--- src/rtl/mem_arb_pkg.sv ---
// Shared types and constants for the two-port RAM arbiter.
package mem_arb_pkg;

  typedef enum logic [1:0] {
    IDLE = 2'd0,
    OWN0 = 2'd1,
    OWN1 = 2'd2
  } arb_state_t;

  localparam logic OP_READ  = 1'b0;
  localparam logic OP_WRITE = 1'b1;

endpackage

--- src/rtl/ram_arbiter.sv ---
// Two-requester single-port RAM arbiter: burst-limited ownership with lock
// override, zero-bubble owner switches and one-cycle read return.
module ram_arbiter
  import mem_arb_pkg::*;
#(
  parameter int ADDR_W    = 16,
  parameter int DATA_W    = 16,
  parameter int MAX_BURST = 8
) (
  input  logic              clk,
  input  logic              rst,
  input  logic              req0,
  input  logic              req1,
  input  logic              op0,
  input  logic              op1,
  input  logic [ADDR_W-1:0] addr0,
  input  logic [ADDR_W-1:0] addr1,
  input  logic [DATA_W-1:0] wdata0,
  input  logic [DATA_W-1:0] wdata1,
  input  logic              lock0,
  input  logic              lock1,
  output logic              gnt0,
  output logic              gnt1,
  output logic              rvalid0,
  output logic              rvalid1,
  output logic [DATA_W-1:0] rdata0,
  output logic [DATA_W-1:0] rdata1,
  output logic [ADDR_W-1:0] phy_ram_addr,
  output logic [DATA_W-1:0] phy_ram_write,
  output logic              phy_ram_op,
  input  logic [DATA_W-1:0] phy_ram_read
);

  localparam logic [3:0] BURST_LIMIT = 4'(MAX_BURST);

  arb_state_t        state;
  logic [3:0]        burst_cnt;
  logic              last_win;
  logic              win_valid;
  logic              win_sel;
  logic              rvalid0_q;
  logic              rvalid1_q;
  logic [DATA_W-1:0] rdata0_q;
  logic [DATA_W-1:0] rdata1_q;

  // The current owner keeps the bus on a tie until its burst budget runs out,
  // unless it holds lock; otherwise the tie alternates away from last_win.
  always_comb begin
    win_valid = 1'b0;
    win_sel   = 1'b0;
    if (!rst) begin
      if (req0 && !req1) begin
        win_valid = 1'b1;
        win_sel   = 1'b0;
      end else if (req1 && !req0) begin
        win_valid = 1'b1;
        win_sel   = 1'b1;
      end else if (req0 && req1) begin
        win_valid = 1'b1;
        if (state == OWN0 && (burst_cnt < BURST_LIMIT || lock0))
          win_sel = 1'b0;
        else if (state == OWN1 && (burst_cnt < BURST_LIMIT || lock1))
          win_sel = 1'b1;
        else
          win_sel = ~last_win;
      end
    end
  end

  assign gnt0 = win_valid && !win_sel;
  assign gnt1 = win_valid && win_sel;

  always_comb begin
    phy_ram_addr  = '0;
    phy_ram_write = '0;
    phy_ram_op    = OP_READ;
    if (win_valid) begin
      phy_ram_addr  = win_sel ? addr1  : addr0;
      phy_ram_write = win_sel ? wdata1 : wdata0;
      phy_ram_op    = win_sel ? op1    : op0;
    end
  end

  always_ff @(posedge clk) begin
    if (rst) begin
      state     <= IDLE;
      burst_cnt <= 4'd0;
      last_win  <= 1'b1;
      rvalid0_q <= 1'b0;
      rvalid1_q <= 1'b0;
      rdata0_q  <= '0;
      rdata1_q  <= '0;
    end else begin
      rvalid0_q <= gnt0 && (op0 == OP_READ);
      rvalid1_q <= gnt1 && (op1 == OP_READ);
      if (rvalid0_q) rdata0_q <= phy_ram_read;
      if (rvalid1_q) rdata1_q <= phy_ram_read;
      if (!win_valid) begin
        state     <= IDLE;
        burst_cnt <= 4'd0;
      end else begin
        last_win <= win_sel;
        state    <= win_sel ? OWN1 : OWN0;
        if (state == IDLE || ((state == OWN1) != win_sel))
          burst_cnt <= 4'd1;
        else if (burst_cnt != 4'hF)
          burst_cnt <= burst_cnt + 4'd1;
      end
    end
  end

  // Read data is live from the RAM in the return cycle and held afterwards.
  assign rvalid0 = rvalid0_q && !rst;
  assign rvalid1 = rvalid1_q && !rst;
  assign rdata0  = rvalid0 ? phy_ram_read : rdata0_q;
  assign rdata1  = rvalid1 ? phy_ram_read : rdata1_q;

endmodule

--- config.mk ---
export PLATFORM = sky130hd
export DESIGN_NAME = ram_arbiter
export DESIGN_NICKNAME = d
export VERILOG_FILES = /design/src/rtl/mem_arb_pkg.sv /design/src/rtl/ram_arbiter.sv
export SDC_FILE = /design/constraint.sdc
export NUM_CORES = 1
export LEC_CHECK = 0
export CAP_MARGIN = 20
export CELL_PAD_IN_SITES_DETAIL_PLACEMENT = 1
export CELL_PAD_IN_SITES_GLOBAL_PLACEMENT = 1
export CORE_ASPECT_RATIO = 0.7
export CORE_MARGIN = 2
export CORE_UTILIZATION = 30
export DETAILED_ROUTE_END_ITERATION = 10
export DONT_BUFFER_PORTS = 1
export MAX_ROUTING_LAYER = met4
export PLACE_DENSITY_LB_ADDON = 0.2
export SLEW_MARGIN = 40
export SYNTH_ARGS = -nofsm -noshare
export SYNTH_HDL_FRONTEND = slang
export SYNTH_SLANG_ARGS = --single-unit
--- constraint.sdc ---
create_clock -name clk -period 1.95 [get_ports clk]
set_input_delay 0.39 -clock clk [delete_from_list [all_inputs] [get_ports clk]]
set_output_delay 0.39 -clock clk [all_outputs]
set_load 0.02 [all_outputs]
==> tab_implementation.tex <==
\begin{tabular}{lr}
\hline
Metric & Value \\
\hline
\multicolumn{2}{l}{\textbf{Critical path}} \\
Worst setup SP type & flop \\
Startpoint-to-endpoint class of the critical path & flop to output pin \\
Category of the worst setup path capture point & output pin \\
Crit path arrival time & 1.84 ns \\
Delay contributed by the slowest stage of the critical path & 0.35 ns \\
Critical-path top delay cell & dfxtp\_2 \\
Kind of cell adding the most delay to the critical path & compound AO/OA/AOI/OAI gates \\
CP cell instances & nor2b\_4 > a21o\_1 > a311oi\_4 > buf\_6 > buf\_12 > a22o\_1 > buf\_6 \\
Count of buffering cells on the critical path with inverters included & 3 \\
CP max FO & 5 \\
Data required time at the worst endpoint & 1.56 ns \\
Most repeated library cell on the critical path & buf\_6 \\
\multicolumn{2}{l}{\textbf{Pwr}} \\
Flop pwr share & 45.3\% \\
Total power divided by cell area & 619 nW/um\^{}2 \\
LEAKAGE & 1.30 nW \\
Worst IR Drop VDD & 0.231 mV \\
Clock Power Share & 29.1\% \\
Internal power consumption & 1.36 mW \\
Power share of the combinational group & 25.5\% \\
Fraction of power spent switching nets & 30.2\% \\
Switching power total & 590 uW \\
Sum of internal, switching and leakage power & 1.95 mW \\
\multicolumn{2}{l}{\textbf{Yosys}} \\
Dominant register cell in the synthesized netlist & dfxtp\_1 \\
Mapped Area & 2330 um\^{}2 \\
Synthesized netlist net count & 325 \\
Synthesis Warnings & 0 \\
Post-synthesis cell count & 236 \\
Mean post-synth cell area & 9.87 um\^{}2 \\
Fraction of the yosys area taken by sequential cells & 35.2\% \\
Number of enable-type register cells in the synthesized netlist & 0 \\
Synth Register Bits & 41 \\
Count of distinct cell types in the synthesized netlist & 32 \\
Share of flip-flops with an asynchronous set or reset after synthesis & 0\% \\
\multicolumn{2}{l}{\textbf{Final layout}} \\
Area delta synth->final & 35.6\% \\
Post-layout util & 42.6\% \\
Total non-filler cell area in the finished layout & 3160 um\^{}2 \\
Final net count & 346 \\
Antenna cell count & 0 \\
Fraction of layout instances using a drive strength above 1 & 45.3\% \\
\multicolumn{2}{l}{\textbf{Clock network}} \\
\# H-tree levels & 2 \\
Hold bufs inserted after CTS & 0 \\
Root buffer selected by CTS & clkbuf\_8 \\
Skew-Pair Late Insertion Delay & 0.30 ns \\
Max clock buf depth & 2 \\
Clock sink total & 41 \\
Clock transition at the register clock pins on the worst setup and hold paths after CTS & 0.08 ns \\
TritonCTS clock tree & done \\
Num CTS Buffers & 5 \\
\multicolumn{2}{l}{\textbf{Global route}} \\
GR Overflow Total & 0 \\
Routing usage on met1 & 22.0\% \\
Number of global-route vias before repair & 2,030 \\
GRT Util Overall & 19.1\% \\
Met2 Resource Use GR & 31.1\% \\
Maximum number of pins on one net before global-route repair & 42 \\
Number of antenna violations at the first check in global routing & 0 \\
Met3 demand-to-capacity share in global routing & 5.55\% \\
Highest-utilization routing layer at the global route stage & met2 \\
Wire length of the first global-routing pass & 11,700 um \\
\multicolumn{2}{l}{\textbf{Timing}} \\
Worst hold-check slack & 0.163 ns \\
Max-slew headroom & 79.6\% \\
Final Setup Violations & 35 \\
Slew Viols, Final & 0 \\
Hold violation count in the final report & 0 \\
RSZ-0062 raised after global routing & yes \\
Worst Slack Setup Final & -0.283 ns \\
Share of the clock period used by the worst path & 115\% \\
Maximum clock frequency & 448 MHz \\
Layout Skew & 0.00834 ns \\
Clock period minus worst slack & 2.23 ns \\
Worst Tran Pin Value & 0.306 ns \\
\multicolumn{2}{l}{\textbf{Status}} \\
Failing checks & negative setup slack \\
Run status & finished with violations \\
\multicolumn{2}{l}{\textbf{Detailed routing}} \\
Count of nets left with antenna violations after detail routing & 0 \\
Post-detailed-route wirelength per cell & 22.2 um \\
Detailed Route Iter0 Violations & 57 \\
Number of remaining DRC errors & 0 \\
WL final & 7900 um \\
Drt via density & 5.41 \\
First-pass iteration count of the detailed router & 4 \\
Total vias in the final route & 1,925 \\
\multicolumn{2}{l}{\textbf{Floorplan}} \\
Die span in x & 109 um \\
I/O pin total & 157 \\
Core area & 7420 um\^{}2 \\
Die Y-Extent & 77.7 um \\
Die area & 8490 um\^{}2 \\
Initial core utilization & 31.4\% \\
Rows & 26 \\
\multicolumn{2}{l}{\textbf{Placed design}} \\
Number of buffers inserted by port buffering & 0 \\
Area after detailed placement & 2660 um\^{}2 \\
Post-detail-place hpwl & 5610 um \\
Routability-driven placement congestion ratio & 0.848 \\
\multicolumn{2}{l}{\textbf{Run}} \\
Max-cap violation count & 0 \\
\multicolumn{2}{l}{\textbf{Min path}} \\
Worst min-delay path class & input pin to flop \\
\hline
\end{tabular}
[timing repair]
item | 4_1_cts | 5_1_grt
pin swaps | 9 | 0
buffers inserted | 6 | 0
resized for setup | 48 | 0
cloned | 5 | 0
setup endpoints to repair | 35 | 35
[synthesized netlist by cell type, types with 3 or more instances]
master | n | share of area, %
clkbuf_1 | 3 | 0.48
nand2b_1 | 3 | 0.81
inv_1 | 3 | 0.48
mux2i_1 | 33 | 14
buf_2 | 11 | 2.4
mux2_2 | 32 | 15
nor2_1 | 39 | 6.3
nor3_1 | 5 | 1.1
nor2b_1 | 4 | 1.1
dfxtp_1 | 41 | 35
a22o_1 | 33 | 12
buf_6 | 3 | 1.5
nand2_1 | 3 | 0.48
[state kept, by name, indices dropped and copies added (netlist names)]
| register | flops |
|---|---|
| last_win | 1 |
| rdata0_q | 16 |
| rdata1_q | 16 |
| rvalid1_q | 1 |
| burst_cnt | 4 |
| rvalid0_q | 1 |
| state | 2 |
[area by class of cell]
| class | count | area [um^2] |
|---|---|---|
| clock inverters | 3 | 21.3 |
| inverters | 3 | 11.3 |
| multi-input cells | 173 | 1690 |
| clock buffers | 5 | 68.8 |
| flip-flops and latches | 41 | 827 |
| repair buffers | 33 | 415 |
| fillers | 788 | 4260 |
| well taps | 98 | 123 |
[cell families (layout without fill, tap and decap cells)]
| kind of cell | count (synthesis) | after routing | synth area share (%) |
|---|---|---|---|
| fa+ha+maj | 1 | 1 | 0.537 |
| buf+inv | 22 | 44 | 5.10 |
| xor+xnor | 1 | 1 | 0.376 |
| flops | 41 | 41 | 35.2 |
| compound gates | 44 | 44 | 16.9 |
| simple gates | 62 | 62 | 12.1 |
| mux | 65 | 65 | 29.7 |
[placed cells by master (no fill, tap or decap), types with 2 or more instances in the layout]
cell type,count
buf_12,3
inv_1,3
dfxtp_2,2
o211ai_1,2
mux2_2,32
buf_4,18
dfxtp_1,38
a22o_4,30
mux2i_1,33
clkbuf_8,5
nor3_1,5
nand2_1,3
nor2b_2,2
buf_16,5
nand3_1,2
buf_6,6
a21oi_1,2
nor2_1,39
a22o_2,2
nand2b_1,3
[metal layers]
layer | wire length (um) | vias to the layer above
met2 | 3960 | 84
met4 | 195 | 0
li1 | - | 907
met5 | 0 | -
met3 | 608 | 13
met1 | 3140 | 921
[path summary, 6_finish.rpt]
path / start / end / slack, ns / cells past startpoint
hold reg to reg: rdata1_q[13] / rdata1_q[13] / 0.49 / 2
hold / removal: rst / state[1] / 0.16 / 1
setup reg to reg: state[0] / rvalid1_q / 0.34 / 7
setup / recovery: state[0] / phy_ram_write[8] / -0.28 / 7
[power by group through the flow]
stage,clock (mW),sequential [mW],combinational (mW)
floorplan,0,0.899,0.349
global placement,0,0.904,0.393
detailed placement,0,0.905,0.396
CTS,0.597,0.886,0.504
global route,0.641,0.891,0.531
finish,0.569,0.886,0.499
[stage by stage]
step	cells	worst slack (ns)	setup TNS, ns
after floorplan	236	-0.0794	-1.15
after CTS	356	-0.274	-7.58
after global placement	337	-0.0584	-0.324
after detailed placement	337	-0.0616	-0.586
after global routing	356	-0.360	-10.81
final	356	-0.283	-7.93
Note: power is estimated with default switching activity, not from simulation.
